### config.mk
export PLATFORM = sky130hd
export DESIGN_NAME = lsu_ctrl_flat
export DESIGN_NICKNAME = d
export VERILOG_FILES = /design/src/rtl/lsu_ctrl_if.sv /design/src/rtl/lsu_ctrl.sv /design/src/flat_wrapper.sv
export SDC_FILE = /design/constraint.sdc
export NUM_CORES = 1
export LEC_CHECK = 0
export ABC_CLOCK_PERIOD_IN_PS = 4050
export BUFFER_PORTS_ARGS = -buffer_cell sky130_fd_sc_hd__buf_4
export CORE_ASPECT_RATIO = 1.5
export CORE_MARGIN = 10
export CORE_UTILIZATION = 35
export CTS_CLUSTER_DIAMETER = 100
export DETAILED_ROUTE_END_ITERATION = 12
export PLACE_DENSITY = 0.69
export SLEW_MARGIN = 0
export SYNTH_ARGS = -nofsm -noshare
export SYNTH_HDL_FRONTEND = slang
export SYNTH_SLANG_ARGS = --single-unit
export TNS_END_PERCENT = 20
### constraint.sdc
create_clock -name clk -period 4.05 [get_ports clk]
set_input_delay 1.0125 -clock clk [delete_from_list [all_inputs] [get_ports clk]]
set_output_delay 1.0125 -clock clk [all_outputs]
set_load 0.02 [all_outputs]
### src/rtl/lsu_ctrl_if.sv
// Request/response and RAM-port bundle for lsu_ctrl.
// The slave modport is the controller; the master modport is the requester plus RAM.
interface lsu_ctrl_if #(
  parameter int ADDR_W = 32
);
  logic              req_i;
  logic              we_i;
  logic [ADDR_W-1:0] addr_i;
  logic [31:0]       wdata_i;
  logic [1:0]        size_i;
  logic              unsigned_i;
  logic              ready_o;
  logic              resp_valid_o;
  logic [31:0]       rdata_o;
  logic              err_o;
  logic              ram_we_o;
  logic [ADDR_W-1:0] ram_waddr_o;
  logic [31:0]       ram_wdata_o;
  logic              ram_re_o;
  logic [ADDR_W-1:0] ram_raddr_o;
  logic [31:0]       ram_rdata_i;

  modport slave (
    input  req_i, we_i, addr_i, wdata_i, size_i, unsigned_i, ram_rdata_i,
    output ready_o, resp_valid_o, rdata_o, err_o,
    output ram_we_o, ram_waddr_o, ram_wdata_o, ram_re_o, ram_raddr_o
  );

  modport master (
    output req_i, we_i, addr_i, wdata_i, size_i, unsigned_i, ram_rdata_i,
    input  ready_o, resp_valid_o, rdata_o, err_o,
    input  ram_we_o, ram_waddr_o, ram_wdata_o, ram_re_o, ram_raddr_o
  );
endinterface

### src/rtl/lsu_ctrl.sv
// Single-request load/store controller: sub-word loads with extension, sub-word stores via read-modify-write.
// Define LSU_MISALIGN_CHECK_EN to reject illegal sizes and misaligned half/word accesses with err_o.
module lsu_ctrl #(
  parameter int ADDR_W = 32
) (
  input logic       clk,
  input logic       rst,
  lsu_ctrl_if.slave bus
);
  localparam logic [2:0] IDLE   = 3'd0;
  localparam logic [2:0] LD     = 3'd1;
  localparam logic [2:0] RMW_RD = 3'd2;
  localparam logic [2:0] WR     = 3'd3;
  localparam logic [2:0] RESP   = 3'd4;

  localparam logic [1:0] SZ_BYTE = 2'b00;
  localparam logic [1:0] SZ_HALF = 2'b01;
  localparam logic [1:0] SZ_WORD = 2'b10;

  logic [2:0]        state_q, state_d;
  logic              we_q;
  logic [ADDR_W-1:0] addr_q;
  logic [1:0]        size_q;
  logic              uns_q;
  logic              err_q;
  logic [31:0]       word_q;   // store data at acceptance, merged write word after RMW_RD
  logic [31:0]       rdata_q;

  logic              accept;
  logic              req_err;
  logic [1:0]        req_size;
  logic [ADDR_W-1:0] ram_addr;

  function automatic logic [31:0] extract(input logic [31:0] w, input logic [1:0] a,
                                          input logic [1:0] sz, input logic u);
    logic [7:0]  b;
    logic [15:0] h;
    logic [31:0] r;
    b = w[{a, 3'b000} +: 8];
    h = w[{a[1], 4'b0000} +: 16];
    case (sz)
      SZ_BYTE: r = {{24{b[7] & ~u}}, b};
      SZ_HALF: r = {{16{h[15] & ~u}}, h};
      default: r = w;
    endcase
    return r;
  endfunction

  function automatic logic [31:0] merge(input logic [31:0] w, input logic [1:0] a,
                                        input logic [1:0] sz, input logic [31:0] d);
    logic [31:0] r;
    r = w;
    case (sz)
      SZ_BYTE: r[{a, 3'b000} +: 8]     = d[7:0];
      SZ_HALF: r[{a[1], 4'b0000} +: 16] = d[15:0];
      default: r = d;
    endcase
    return r;
  endfunction

  // Size 11 is folded into word when misalignment checking is off.
  always_comb begin
    req_size = bus.size_i;
    req_err  = 1'b0;
`ifdef LSU_MISALIGN_CHECK_EN
    req_err = (bus.size_i == 2'b11) ||
              ((bus.size_i == SZ_HALF) && bus.addr_i[0]) ||
              ((bus.size_i == SZ_WORD) && (bus.addr_i[1:0] != 2'b00));
`else
    if (bus.size_i == 2'b11) begin
      req_size = SZ_WORD;
    end
`endif
  end

  assign bus.ready_o = (state_q == IDLE) && !rst;
  assign accept      = bus.req_i && bus.ready_o;

  always_comb begin
    state_d = state_q;
    case (state_q)
      IDLE: begin
        if (accept) begin
          if (req_err)                state_d = RESP;
          else if (!bus.we_i)         state_d = LD;
          else if (req_size == SZ_WORD) state_d = WR;
          else                        state_d = RMW_RD;
        end
      end
      LD:      state_d = RESP;
      RMW_RD:  state_d = WR;
      WR:      state_d = RESP;
      RESP:    state_d = IDLE;
      default: state_d = IDLE;
    endcase
  end

  always_ff @(posedge clk or posedge rst) begin
    if (rst) begin
      state_q <= IDLE;
      we_q    <= 1'b0;
      addr_q  <= '0;
      size_q  <= 2'b00;
      uns_q   <= 1'b0;
      err_q   <= 1'b0;
      word_q  <= 32'd0;
      rdata_q <= 32'd0;
    end else begin
      state_q <= state_d;
      if (accept) begin
        we_q   <= bus.we_i;
        addr_q <= bus.addr_i;
        size_q <= req_size;
        uns_q  <= bus.unsigned_i;
        err_q  <= req_err;
        word_q <= bus.wdata_i;
      end
      if (state_q == LD) begin
        rdata_q <= extract(bus.ram_rdata_i, addr_q[1:0], size_q, uns_q);
      end
      if (state_q == RMW_RD) begin
        word_q <= merge(bus.ram_rdata_i, addr_q[1:0], size_q, word_q);
      end
    end
  end

  assign ram_addr = {addr_q[ADDR_W-1:2], 2'b00};

  assign bus.ram_re_o    = (state_q == LD) || (state_q == RMW_RD);
  assign bus.ram_raddr_o = bus.ram_re_o ? ram_addr : '0;
  assign bus.ram_we_o    = (state_q == WR);
  assign bus.ram_waddr_o = bus.ram_we_o ? ram_addr : '0;
  assign bus.ram_wdata_o = bus.ram_we_o ? word_q : 32'd0;

  assign bus.resp_valid_o = (state_q == RESP);
  // Stores and rejected requests report zero data; otherwise the last load result persists.
  assign bus.rdata_o = (bus.resp_valid_o && (we_q || err_q)) ? 32'd0 : rdata_q;
`ifdef LSU_MISALIGN_CHECK_EN
  assign bus.err_o = bus.resp_valid_o && err_q;
`else
  assign bus.err_o = 1'b0;
`endif
endmodule

### src/flat_wrapper.sv
// flat-port wrapper written by rule: the top's interface ports become plain ports
module lsu_ctrl_flat 
#(
  parameter int ADDR_W = 32
)
  (clk, rst, bus_req_i, bus_we_i, bus_addr_i, bus_wdata_i, bus_size_i, bus_unsigned_i, bus_ram_rdata_i, bus_ready_o, bus_resp_valid_o, bus_rdata_o, bus_err_o, bus_ram_we_o, bus_ram_waddr_o, bus_ram_wdata_o, bus_ram_re_o, bus_ram_raddr_o);
  lsu_ctrl_if #(.ADDR_W(ADDR_W)) bus_i ();
  input logic clk;
  input logic rst;
  input wire logic [$bits(bus_i.req_i)-1:0] bus_req_i;
  input wire logic [$bits(bus_i.we_i)-1:0] bus_we_i;
  input wire logic [$bits(bus_i.addr_i)-1:0] bus_addr_i;
  input wire logic [$bits(bus_i.wdata_i)-1:0] bus_wdata_i;
  input wire logic [$bits(bus_i.size_i)-1:0] bus_size_i;
  input wire logic [$bits(bus_i.unsigned_i)-1:0] bus_unsigned_i;
  input wire logic [$bits(bus_i.ram_rdata_i)-1:0] bus_ram_rdata_i;
  output wire logic [$bits(bus_i.ready_o)-1:0] bus_ready_o;
  output wire logic [$bits(bus_i.resp_valid_o)-1:0] bus_resp_valid_o;
  output wire logic [$bits(bus_i.rdata_o)-1:0] bus_rdata_o;
  output wire logic [$bits(bus_i.err_o)-1:0] bus_err_o;
  output wire logic [$bits(bus_i.ram_we_o)-1:0] bus_ram_we_o;
  output wire logic [$bits(bus_i.ram_waddr_o)-1:0] bus_ram_waddr_o;
  output wire logic [$bits(bus_i.ram_wdata_o)-1:0] bus_ram_wdata_o;
  output wire logic [$bits(bus_i.ram_re_o)-1:0] bus_ram_re_o;
  output wire logic [$bits(bus_i.ram_raddr_o)-1:0] bus_ram_raddr_o;
  assign bus_i.req_i = bus_req_i;
  assign bus_i.we_i = bus_we_i;
  assign bus_i.addr_i = bus_addr_i;
  assign bus_i.wdata_i = bus_wdata_i;
  assign bus_i.size_i = bus_size_i;
  assign bus_i.unsigned_i = bus_unsigned_i;
  assign bus_i.ram_rdata_i = bus_ram_rdata_i;
  assign bus_ready_o = bus_i.ready_o;
  assign bus_resp_valid_o = bus_i.resp_valid_o;
  assign bus_rdata_o = bus_i.rdata_o;
  assign bus_err_o = bus_i.err_o;
  assign bus_ram_we_o = bus_i.ram_we_o;
  assign bus_ram_waddr_o = bus_i.ram_waddr_o;
  assign bus_ram_wdata_o = bus_i.ram_wdata_o;
  assign bus_ram_re_o = bus_i.ram_re_o;
  assign bus_ram_raddr_o = bus_i.ram_raddr_o;
  lsu_ctrl #(.ADDR_W(ADDR_W)) u_core (.clk(clk), .rst(rst), .bus(bus_i));
endmodule
==> results of run 1 <==
==> stage by stage <==
step                      power (uW)   util  setup WS, ns  cell area [um^2]  hold WS (ns)
after floorplan                 4050      -         0.334              6260         0.438
after global placement          5160  0.464         0.901              8090         0.452
after detailed placement        5210  0.464         0.816              8090         0.455
after CTS                       6120  0.481         0.425              8380         0.473
after global routing            6550  0.481         0.303              8380         0.513
final                           6090  0.481         0.487              8380         0.468
==> placed cells by master (no fill, tap or decap), types with 8 or more instances in the layout <==
cell | netlist | layout
a211oi_1 | 8 | 8
a21boi_0 | 8 | 8
a21oi_1 | 43 | 43
a221oi_1 | 15 | 15
a222oi_1 | 8 | 8
a22o_1 | 16 | 16
and3_1 | 62 | 62
buf_4 | 7 | 245
clkbuf_16 | 0 | 9
dfrtp_1 | 103 | 102
mux2_2 | 9 | 9
mux2_4 | 8 | 8
mux2i_1 | 13 | 13
nand2_1 | 129 | 128
nand4_1 | 8 | 8
nor2_1 | 50 | 50
nor2b_1 | 75 | 73
o22ai_1 | 17 | 17
==> power by group through the flow <==
stage,registers (uW),logic [uW],clock network [uW]
after floorplan,1770,2280,0
after global placement,1990,3170,0
after detailed placement,1990,3220,0
after CTS,1980,3240,908
after global routing,2050,3550,954
final,1990,3210,888
==> layout make-up <==
class | instances | area (um^2)
Tap cell | 213 | 267
Sequential cell | 103 | 2580
Timing Repair Buffer | 245 | 1840
Multi-Input combinational cell | 536 | 3380
Inverter | 6 | 25.0
Clock inverter | 7 | 70.1
Fill cell | 1670 | 9040
Clock buffer | 9 | 225
==> state kept, by name (all words and copies together) (netlist names) <==
register,cells
u_core.word_q,32
u_core.uns_q,1
u_core.state_q,3
u_core.size_q,2
u_core.rdata_q,32
u_core.we_q,1
u_core.addr_q,32
==> layer usage <==
metal,vias to the layer above,track usage,wire length (um)
met1,2874,0.225,8810
met5,-,0,0
met4,0,0.0922,951
li1,2858,-,-
met3,53,0.0528,1870
met2,249,0.318,11500
==> worst max-delay path, cell delays in order, from the launching register on <==
cell,delay [ns]
dfrtp_1,0.59
or3b_4,0.46
nor2b_2,0.59
buf_4,0.32
nor2b_1,0.08
buf_4,0.16
==> worst paths after layout <==
path / from / end / slack [ns] / cells after the start
max in group asynchronous: rst / u_core.word_q[13] / 2.48 / 3
max reg2reg: u_core.state_q[0] / u_core.rdata_q[8] / 1.38 / 4
min reg2reg: u_core.we_q / u_core.we_q / 0.47 / 2
min in group asynchronous: rst / u_core.addr_q[27] / 0.82 / 2
max: u_core.state_q[2] / bus_ram_raddr_o[5] / 0.49 / 5
min: u_core.we_q / u_core.we_q / 0.47 / 2
==> logic make-up after synthesis <==
kind of cell    count (synthesis)  share of synthesized area
flops                         103                      0.413
other cells                     1                   0.000601
mux                            37                     0.0816
simple gates                  350                      0.283
fa+ha+maj                       5                     0.0100
compound gates                139                      0.159
buf+inv                        72                     0.0527
==> reports/qor.txt, run 1 <==
Clock Power Share -> 0.146
Unrepaired setup endpoints after global routing -> false
Global route overflow -> 0
Number of global-route vias before repair -> 6136
Sink Count -> 103
Top_reg_cell synth -> dfrtp_1
Ys async rst share -> 1.00
H-Tree Depth -> 3
CTS buffer count -> 9
Synthesized flop and latch total -> 103
Chip Height -> 184 um
Layout area overhead -> 34.3%
Die ar. -> 23700 um^2
Int Pwr -> 3360 uW
IO buf count -> 230
Setup_tns -> 0 ns
Initial Util -> 0.358
CTS tree -> done
Relative slew slack -> 0.422
Largest net degree at the start of global routing -> 71
CTS Hold Bufs -> 0
Routed WL -> 23100 um
CP Capture Type -> output port
N_diodes -> 0
Final setup violation count -> 0
Fin. Hold Viols -> 0
Distinct cells, synth -> 48
Tcrit/Tclk final -> 0.880
Final nets -> 1009
Tightest Hold Check Type -> reg2reg
Clock transition at path regs -> 0.07 ns
DRC -> 0
Fmax -> 281 MHz
Cell area after synthesis -> 6240 um^2
Comb power frac -> 0.527
Syn Area/Cell -> 8.83 um^2
Synth area leaders -> dfrtp_1 (41%), nand2_1 (7.8%), nor2b_1 (7.5%)
Root buf cell -> clkbuf_16
Leakage -> 0.00418 uW
Synthesized instance count -> 707
Max-slew violations -> 0
Critical path class -> reg2out
First-pass GRT wire length -> 35900 um
P_sw -> 2720 uW
Pwr dens -> 726 nW/um^2
GRT Total Usage -> 0.193
Worst vdd ir -> 371 uV
Via/cell ratio -> 5.39
Data arrival, critical path -> 2.55 ns
Startpoint types -> register
Non-Filler Instances -> 1119
Layout cells sized above 1 -> 0.331
Synth Warn # -> 0
Post-synth EDFFs -> 0
Slew @ Worst Pin -> 0.867 ns
CP max FO -> 32
Worst-skew pair later-pin latency -> 0.36 ns
Site Rows -> 59
Initial drt markers -> 562
Clk buf depth -> 2
Leading area contributor after synthesis -> dfrtp_1
Setup Buffers After CTS -> 0
Die X -> 129 um
Antenna violations before repair -> 0
Final HPWL DP -> 17600 um
Post-synth top cells -> nand2_1 (129), dfrtp_1 (103), nor2b_1 (75), and3_1 (62), nor2_1 (50)
Count leader, synth -> nand2_1
Dpl cells -> 1103
Routed via count -> 6034
Post-route antenna net violation count -> 0
MaxCap Viol Count -> 0
Num ports -> 236
CTS-repair resized insts -> 0
Final Skew -> 0.0111 ns
Outcome -> finished, final reports clean
Register area share after synthesis -> 0.413
Area share of the largest cell type after synthesis -> 0.413
Sequential share of power -> 0.327
Core area -> 17400 um^2
First-pass DRT Iterations -> 5
DR WL/cell -> 20.7 um
GP Congestion -> 0.909
Period minus WS final -> 3.56 ns
Switching Share -> 0.447
Worst Path Required -> 3.04 ns
Power figures use the tool's default switching activity.
==> run 2, diff against run 1 <==
--- a/config.mk
+++ b/config.mk
@@ -14,4 +14,6 @@
 export DETAILED_ROUTE_END_ITERATION = 12
 export PLACE_DENSITY = 0.69
+export SKIP_CTS_REPAIR_TIMING = 1
+export SKIP_LAST_GASP = 1
 export SLEW_MARGIN = 0
 export SYNTH_ARGS = -nofsm -noshare
==> constraint.sdc (replaced) <==
create_clock -name clk -period 4.05 [get_ports clk]
set_input_delay 0.81 -clock clk [delete_from_list [all_inputs] [get_ports clk]]
set_output_delay 0.81 -clock clk [all_outputs]
set_load 0.02 [all_outputs]
==> run 2 against run 1 <==
Net effect:
- via count fell by 0.15%
- total power up 0.17%
- sequential share of layout area rose by 0.051 points
- count of clock-buffer cells in the layout is the same
- die area stayed put
- maximum frequency grew 10%
- register-to-register slack worse by 0.09 ns
- combinational power about the same
- first-iteration DRC count rose by 2.8%
- non-clock buffer count shrank 3
- hold slack improved by 0.00077 ns
==> reports/qor.txt, run 2 (same netlist as run 1, synthesis figures left out) <==
Sink Count -> 103 (unchanged)
Layout area overhead -> 34.0%
Period minus WS final -> 3.23 ns (-0.333 ns)
Worst Path Required -> 3.24 ns (+0.20 ns)
Commonest non-fill, non-tap cell in the layout -> buf_4
Hold WS -> 0.469 ns (+0.000769 ns)
Crit path max-delay cell type -> nor2b_4
Depth of the worst register-to-register path -> 4 (unchanged)
First-pass DRT Iterations -> 5 (unchanged)
Number of global-route vias before repair -> 6162 (+0.42%)
Max incr delay on CP -> 0.86 ns (+0.27 ns)
Top Registers -> u_core.addr_q (32), u_core.rdata_q (32), u_core.word_q (32)
Die X -> 129 um (unchanged)
Via/cell ratio -> 5.40 (+0.12%)
Min-Delay Path Depth -> 2 (unchanged)
Non-Filler Instances -> 1116 (-0.27%)
Routed via count -> 6025 (-0.15%)
Clock transition at path regs -> 0.07 ns (about the same)
Num ports -> 236 (unchanged)
Reg2reg end -> u_core.rdata_q[8]
Final HPWL DP -> 17300 um (-1.6%)
CTS buffer count -> 9 (unchanged)
Relative slew slack -> 0.250 (-0.171)
Worst-skew pair later-pin latency -> 0.36 ns (about the same)
Slew @ Worst Pin -> 1.12 ns (+0.253 ns)
Fmax -> 310 MHz (+10%)
DRC -> 0 (unchanged)
N_diodes -> 0 (unchanged)
Most frequent cells in the layout -> buf_4 (241), nand2_1 (128), dfrtp_1 (102)
Final Skew -> 0.0116 ns (+0.000567 ns)
Fill cell count -> 1746 (+4.6%)
Final nets -> 1006 (-0.30%)
Initial drt markers -> 578 (+2.8%)
Core area -> 17400 um^2 (unchanged)
Pwr dens -> 729 nW/um^2 (+0.34%)
Placed Area -> 8080 um^2 (-0.12%)
GRT Total Usage -> 0.192 (-0.000412)
Endpoint, Worst Hold -> u_core.we_q
H-Tree Depth -> 3 (unchanged)
Clk buf depth -> 2 (unchanged)
Hold wc startpoint -> u_core.we_q
Data arrival, critical path -> 2.42 ns (-0.13 ns)
Largest net degree at the start of global routing -> 71 (unchanged)
Dpl cells -> 1100 (-0.27%)
Worst vdd ir -> 225 uV (-39%)
Root buf cell -> clkbuf_16
Die ar. -> 23700 um^2 (unchanged)
CP most frequent cell -> buf_4
Site Rows -> 59 (unchanged)
Tightest Hold Check Type -> reg2reg
CTS tree -> done
Met1 Use GR -> 0.219 (-0.00629)
Antenna violations before repair -> 0 (unchanged)
Startpoint types -> register
Worst r2r src -> u_core.state_q[0]
Outcome -> finished, final reports clean
CP Capture Type -> output port
Global route overflow -> 0 (unchanged)
IO buf count -> 230 (unchanged)
Met3 Use GR -> 0.0528 (unchanged)
Routed WL -> 23300 um (+0.89%)
Critical path class -> reg2out
Chip Height -> 184 um (unchanged)
Final setup violation count -> 0 (unchanged)
First-pass GRT wire length -> 35800 um (-0.38%)
GP Congestion -> 0.882 (-3.0%)
Setup_tns -> 0 ns (unchanged)
Tcrit/Tclk final -> 0.797 (-0.0823)
CP max FO -> 47 (+47%)
Post-route antenna net violation count -> 0 (unchanged)
Area of the multi-input gates -> 3380 um^2 (unchanged)
Critical path, cell by cell -> nor2b_4, buf_4, and3_1, buf_4
Seq. cell area -> 2580 um^2 (unchanged)
MaxCap Viol Count -> 0 (unchanged)
Flop2flop setup slack -> 1.29 ns (-0.09 ns)
Layout cells sized above 1 -> 0.329 (-0.00222)
Fin. Hold Viols -> 0 (unchanged)
Total power -> 6100 uW (+0.17%)
GR peak layer -> met2
Unrepaired setup endpoints after global routing -> false
DR WL/cell -> 20.9 um (+1.2%)
Met2 GRT Util -> 0.328 (+0.0101)
Leakage -> 0.00417 uW (-0.29%)
Initial Util -> 0.358 (unchanged)
Start point of the critical path -> u_core.state_q[0]
Max-slew violations -> 0 (unchanged)
Fin area -> 8370 um^2 (-0.16%)
[run 2: cell types whose count changed in the layout (fill, tap and decap cells not counted), sizes merged]
cell,previous run,this run
buf,245,242
clkinv,1,3
inv,11,9
[run 2: layout make-up]
cell class              instances  area share
multi-input cells             536       0.403
well taps                     213      0.0319
repair buffers                242       0.219
clock inverters                 7     0.00793
clock buffers                   9      0.0269
inverters                       6     0.00299
flip-flops and latches        103       0.308
[run 2: power breakdown]
part	internal (uW)	leakage, uW	switching [uW]	total [uW]
Sequential	1540	0.00121	456	1990
Clock	433	0.000142	442	876
Combinational	1390	0.00281	1840	3230
Total	3360	0.00417	2740	6100
[run 2: metal layers]
layer	vias up	wire length (um)
met5	-	0
met4	0	896
met3	49	1960
met2	269	11700
met1	2863	8810
li1	2844	-
[run 2: worst max path at each step]
stage                                endpoint  cells after the start
after floorplan              u_core.addr_q[0]                      1
after CTS                 bus_ram_wdata_o[19]                      4
after detailed placement  bus_ram_wdata_o[19]                      4
final                     bus_ram_wdata_o[19]                      4
after global placement    bus_ram_wdata_o[10]                      4
after global routing      bus_ram_wdata_o[26]                      4
[run 2: critical path, delay by kind of cell (launching register included)]
kind	cells	cell delay, ns
buffers and inverters	2	0.48
DFF	1	0.50
and+or+nand+nor	2	1.05
[run 2: per-stage QoR]
stage,setup slack (ns),utilization
detailed placement,1.24,0.464
floorplan,0.536,-
finish,0.820,0.480
global route,0.708,0.480
global placement,1.29,0.464
CTS,0.842,0.480
